File: src/rtl/bcd_countdown_chain_pkg.sv
// Shared timer definitions: digit width, per-modulus digit maxima, modulus lookup.
// No logic of its own; consumed at elaboration time.
// No flow control.
package bcd_countdown_chain_pkg;

  localparam int BCD_W      = 4;
  localparam int MAX_DIGITS = 8;

  localparam logic [BCD_W-1:0] DIGIT_MAX10 = 4'd9;
  localparam logic [BCD_W-1:0] DIGIT_MAX6  = 4'd5;

  // Modulus of digit idx: a set mask bit selects a seconds-tens style mod-6 digit.
  function automatic int digit_mod(input logic [MAX_DIGITS-1:0] mask, input int idx);
    logic [MAX_DIGITS-1:0] sh;
    sh = mask >> idx;
    return sh[0] ? 6 : 10;
  endfunction

endpackage

File: src/rtl/bcd_digit_cell.sv
// One BCD digit of the countdown chain with clamped load, borrow and carry links.
// New value one cycle after the sampling edge; borrow/carry outputs are combinational.
// No backpressure; the chain decides which single request reaches the cell each cycle.
module bcd_digit_cell
  import bcd_countdown_chain_pkg::*;
#(
  parameter int MOD = 10
) (
  input  logic             clk,
  input  logic             clearn,
  input  logic             dec,
  input  logic             borrow_in,
  output logic             borrow_out,
  input  logic             inc,
  input  logic             carry_in,
  output logic             carry_out,
  input  logic             load,
  input  logic [BCD_W-1:0] d_in,
  output logic [BCD_W-1:0] q
);

  localparam logic [BCD_W-1:0] MAX = (MOD == 6) ? DIGIT_MAX6 : DIGIT_MAX10;

  logic [BCD_W-1:0] q_nxt;
  logic [BCD_W-1:0] d_clamp;

  // A digit sitting at 0 that is asked to decrement must borrow from above.
  assign borrow_out = borrow_in & (q == '0);
  // A digit sitting at its max that is asked to increment must carry upward.
  assign carry_out  = carry_in & (q == MAX);

  // Out-of-range load values are pinned to the digit maximum.
  always_comb begin
    d_clamp = d_in;
    if (d_in > MAX) d_clamp = MAX;
  end

  // Next digit value: load beats increment beats decrement.
  always_comb begin
    q_nxt = q;
    if (load) begin
      q_nxt = d_clamp;
    end else if (inc && carry_in) begin
      q_nxt = carry_out ? '0 : q + 4'd1;
    end else if (dec && borrow_in) begin
      q_nxt = borrow_out ? MAX : q - 4'd1;
    end
  end

  // Digit register, cleared asynchronously.
  always_ff @(posedge clk or negedge clearn) begin
    if (!clearn) q <= '0;
    else         q <= q_nxt;
  end

endmodule

File: src/rtl/bcd_countdown_chain.sv
// Cascaded BCD down-counter with clamped load, quick-add increment, zero hold/wrap and done pulse.
// bcd_out/zero update one cycle after the sampling edge; done is a registered one-cycle pulse.
// No backpressure; lower-priority requests in a cycle are dropped, never queued.
module bcd_countdown_chain
  import bcd_countdown_chain_pkg::*;
#(
  parameter int                    NUM_DIGITS = 4,
  parameter logic [NUM_DIGITS-1:0] MOD6_MASK  = 4'b0010,
  parameter int                    WRAP       = 0,
  parameter int                    INC_DIGIT  = 1
) (
  input  logic                        clk,
  input  logic                        clearn,
  input  logic                        loadn,
  input  logic                        enable,
  input  logic                        inc,
  input  logic [BCD_W*NUM_DIGITS-1:0] bcd_in,
  output logic [BCD_W*NUM_DIGITS-1:0] bcd_out,
  output logic                        zero,
  output logic                        tc,
  output logic                        done
);

  localparam int CNT_W = BCD_W * NUM_DIGITS;

  logic              load_sel;
  logic              inc_sel;
  logic              dec_req;
  logic              dec_go;
  logic              sat;
  logic              cell_load;
  logic              one_left;
  logic [CNT_W-1:0]  load_dat;
  logic [NUM_DIGITS:0] borrow;
  logic [NUM_DIGITS:0] carry;

  // Digit 0 always receives the decrement; nothing carries into the bottom of the chain.
  assign borrow[0] = 1'b1;
  assign carry[0]  = 1'b0;

  // Priority decode. A borrow leaving the top digit means the count is zero: hold unless
  // wrapping, in which case every digit borrows and reloads its max. A carry leaving the
  // top digit saturates the count by loading all-ones, which each cell clamps to its max.
  always_comb begin
    load_sel  = ~loadn;
    inc_sel   = loadn & inc;
    dec_req   = loadn & ~inc & enable;
    dec_go    = dec_req & ((WRAP != 0) | ~borrow[NUM_DIGITS]);
    sat       = inc_sel & carry[NUM_DIGITS];
    cell_load = load_sel | sat;
    load_dat  = load_sel ? bcd_in : '1;
  end

  for (genvar g = 0; g < NUM_DIGITS; g++) begin : g_digit
    localparam bit INC_HERE = (g == INC_DIGIT);

    bcd_digit_cell #(
      .MOD (digit_mod(MAX_DIGITS'(MOD6_MASK), g))
    ) u_cell (
      .clk        (clk),
      .clearn     (clearn),
      .dec        (dec_go),
      .borrow_in  (borrow[g]),
      .borrow_out (borrow[g+1]),
      .inc        (inc_sel),
      .carry_in   (carry[g] | INC_HERE),
      .carry_out  (carry[g+1]),
      .load       (cell_load),
      .d_in       (load_dat[g*BCD_W +: BCD_W]),
      .q          (bcd_out[g*BCD_W +: BCD_W])
    );
  end

  assign zero     = (bcd_out == '0);
  assign tc       = enable & zero;
  assign one_left = (bcd_out == CNT_W'(1));

  // done fires only when a real decrement takes the count from one to zero.
  always_ff @(posedge clk or negedge clearn) begin
    if (!clearn) done <= 1'b0;
    else         done <= dec_go & one_left;
  end

endmodule

File: config.mk
export PLATFORM = sky130hd
export DESIGN_NAME = bcd_countdown_chain
export DESIGN_NICKNAME = d
export VERILOG_FILES = /design/src/rtl/bcd_countdown_chain_pkg.sv /design/src/rtl/bcd_digit_cell.sv /design/src/rtl/bcd_countdown_chain.sv
export SDC_FILE = /design/constraint.sdc
export NUM_CORES = 1
export LEC_CHECK = 0
export CAP_MARGIN = 5
export CORE_MARGIN = 3
export CORE_UTILIZATION = 52
export DETAILED_ROUTE_END_ITERATION = 8
export HOLD_SLACK_MARGIN = 0.02
export PLACE_DENSITY = 0.88
export SLEW_MARGIN = 20
export SYNTH_ARGS = -nofsm -noshare
export SYNTH_HDL_FRONTEND = slang
export SYNTH_SLANG_ARGS = --single-unit
File: constraint.sdc
create_clock -name clk -period 5.8 [get_ports clk]
set_clock_uncertainty 0.2 [all_clocks]
set_input_delay 1.16 -clock clk [delete_from_list [all_inputs] [get_ports clk]]
set_output_delay 1.16 -clock clk [all_outputs]
set_load 0.01 [all_outputs]
==> reports/results.txt <==
outcome: finished, final reports clean
core area: 2830 um2
synth cell count leaders: 17 x dfrtp_1, 16 x nor2_1, 13 x ha_1, 13 x nand2_1
Slew HR: 43.1%
final net count: 259
ys flop type: dfrtp_1
vias in the first global route: 1618
diode count: 0
Pwr per Cell Area: 236 nW/um2
Die Width: 61.4 um
final core occ: 71.2%
TritonCTS clock tree: done
number of fill cells in the layout: 231
Synth cell types: 60
post-CTS setup buffers: 0
WL met3: 265 um
area of the die: 3770 um2
GR Overflow Total: 0
Total Power: 0.000476 W
critical path arrival: 2.84 ns
detailed-route vias per instance: 6.69
Setup CP Type: flip-flop to output port
Vias: 1705
clock-pin transition on the worst setup and hold timing paths: 0.11 ns
cell with the most instances after synthesis: dfrtp_1
first-pass GRT wire length: 7.05 mm
Clock Latency Late Sink: 0.30 ns
max-slew violations: 0
top sig layer: met4
share of Yosys cell area claimed by the top area cell type: 26.7%
drt drc: 0
yosys synthesis warning count: 0
hold crit path type: flip-flop to flip-flop
drt total wl: 4.45 mm
crit start category: flip-flop
DRT antenna net count: 0
IO Count: 40
Syn-to-layout area delta: 26.3%
Max Freq: 238 MHz
Sequential Area: 425 um2
period utilisation layout: 72.3%
met2 WL: 2.19 mm
Mapped Cells: 188
Hold Vio Cnt, Final: 0
ratio of cells with drive above 1 in the final layout: 6.25%
crit end category: output port
Initial Util: 56.3%
leakage power: 0.807 nW
Num CTS Buffers: 3
RSZ-0062 raised after global routing: no
MaxCap Viol Count: 0
Initial DRC Count: 135
Mapped Area: 1590 um2
VDD IR max: 0.149 mV
Synthesized Nets: 222
routed len/inst: 17.4 um
cell type with the highest aggregate area in the netlist: dfrtp_1
area of the multi-input gates: 1090 um2
Root Buffer: clkbuf_4
RD Place Congestion: 0.905
syn_area_per_cell: 8.48 um2
worst-margin pin slew: 0.851 ns
Die Span Y: 61.4 um
pin count of the biggest net entering global routing: 18
Fin Setup TNS: 0 ns
Site Rows: 19
H-tree Lvls: 1
CP Data Required Time: 4.44 ns
Seq cells post-synth: 17
crit path time final: 4.20 ns
M1 WL: 1.85 mm
initial antenna violation count: 0
clock sinks: 17
Post-synth EDFFs: 0
hpwl dp: 3.43 mm
register area share after synthesis: 26.7%
drt first pass iters: 5
crit-path max FO: 10
CTS max path bufs: 2
IO buf count: 39
# resized after CTS: 0
top post-synthesis cells by area: dfrtp_1 27%, ha_1 10%, nor2_1 3.8%
GRT Total Usage: 24.9%
Synth async-reset ratio: 100%
Final setup viols: 0
CTS Hold Buffers Added: 0
==> critical path, cell delays in order, from the launching register on <==
cell and delay [ns]:
dfrtp_1 0.48, inv_1 0.17, ha_1 0.18, or3b_1 0.40, nor2_2 0.24, nand2_1 0.16, inv_2 0.20, and2_1 0.16
clkdlybuf4s50_1 0.53
==> cells in the final DEF, fill, tap and decap left out, types with 2 or more instances in the layout <==
| master | count |
|---|---|
| ha_1 | 13 |
| a31oi_1 | 5 |
| nand3_1 | 2 |
| a21oi_1 | 5 |
| a32oi_1 | 5 |
| o211ai_1 | 2 |
| a22oi_1 | 2 |
| o21ai_0 | 10 |
| o22ai_1 | 3 |
| dfrtp_1 | 17 |
| inv_1 | 10 |
| or3_1 | 4 |
| nor2_2 | 2 |
| nor3_1 | 10 |
| and3b_1 | 2 |
| a22o_1 | 2 |
| o31ai_1 | 3 |
| nand2_1 | 13 |
| nand3b_1 | 4 |
| clkbuf_4 | 3 |
| nor4_1 | 2 |
| nor2_1 | 16 |
| o311ai_1 | 2 |
| o21a_1 | 3 |
| and3_1 | 5 |
| xnor2_1 | 2 |
| clkdlybuf4s50_1 | 39 |
| mux2_1 | 2 |
| and4b_1 | 2 |
| and2_1 | 3 |
| o21ai_1 | 2 |
==> registers in the layout (all words and copies together), names as in the netlist <==
signal	count
done	1
g_digit.u_cell.q	16
==> routing by layer <==
metal,vias up,global-route usage (%)
li1,796,-
met1,803,30.6
met2,86,42.9
met3,20,2.94
met4,0,12.7
met5,-,0
==> logic make-up (layout without fill, tap and decap cells) <==
family	after synthesis	count (layout)	synth area share [%]
xor+xnor	3	3	1.65
flops	17	17	26.7
buf+inv	18	54	4.87
compound gates	61	61	29.0
fa+ha+maj	13	13	10.2
simple gates	73	73	25.5
mux	3	3	2.04
==> final timing paths <==
check	to	slack, ns	startpoint	depth (start not counted)
setup / recovery	tc	1.60	g_digit[1].u_cell.q[1]	8
max in group asynchronous	g_digit[1].u_cell.q[0]	3.75	clearn	1
hold / removal	done	0.40	g_digit[0].u_cell.q[0]	2
setup reg to reg	g_digit[3].u_cell.q[0]	3.00	g_digit[1].u_cell.q[1]	6
min in group asynchronous	g_digit[3].u_cell.q[1]	1.13	clearn	1
hold reg to reg	done	0.40	g_digit[0].u_cell.q[0]	2
==> power by group <==
group / total [W] / internal, W / switching (W)
sequential: 0.000180 / 0.000139 / 0.0000413
clock: 0.0000684 / 0.0000269 / 0.0000415
combinational: 0.000227 / 0.000116 / 0.000111
total: 0.000476 / 0.000282 / 0.000194
==> cell type report <==
cell class / count / share of cell area (%)
Inverter: 11 / 2.05
Timing Repair Buffer: 39 / 19.4
Clock buffer: 4 / 1.31
Multi-Input combinational cell: 153 / 54.2
Tap cell: 31 / 1.93
Sequential cell: 17 / 21.1
==> per-stage QoR <==
stage / cell area (um2) / std cells / setup WS [ns] / hold WS [ns]
floorplan: 1590 / 188 / 2.67 / 0.396
global placement: 1990 / 251 / 2.06 / 0.381
detailed placement: 1990 / 251 / 1.99 / 0.381
CTS: 2010 / 255 / 1.64 / 0.395
global route: 2010 / 255 / 1.49 / 0.443
finish: 2010 / 255 / 1.60 / 0.397
(Power assumes the default switching activity.)
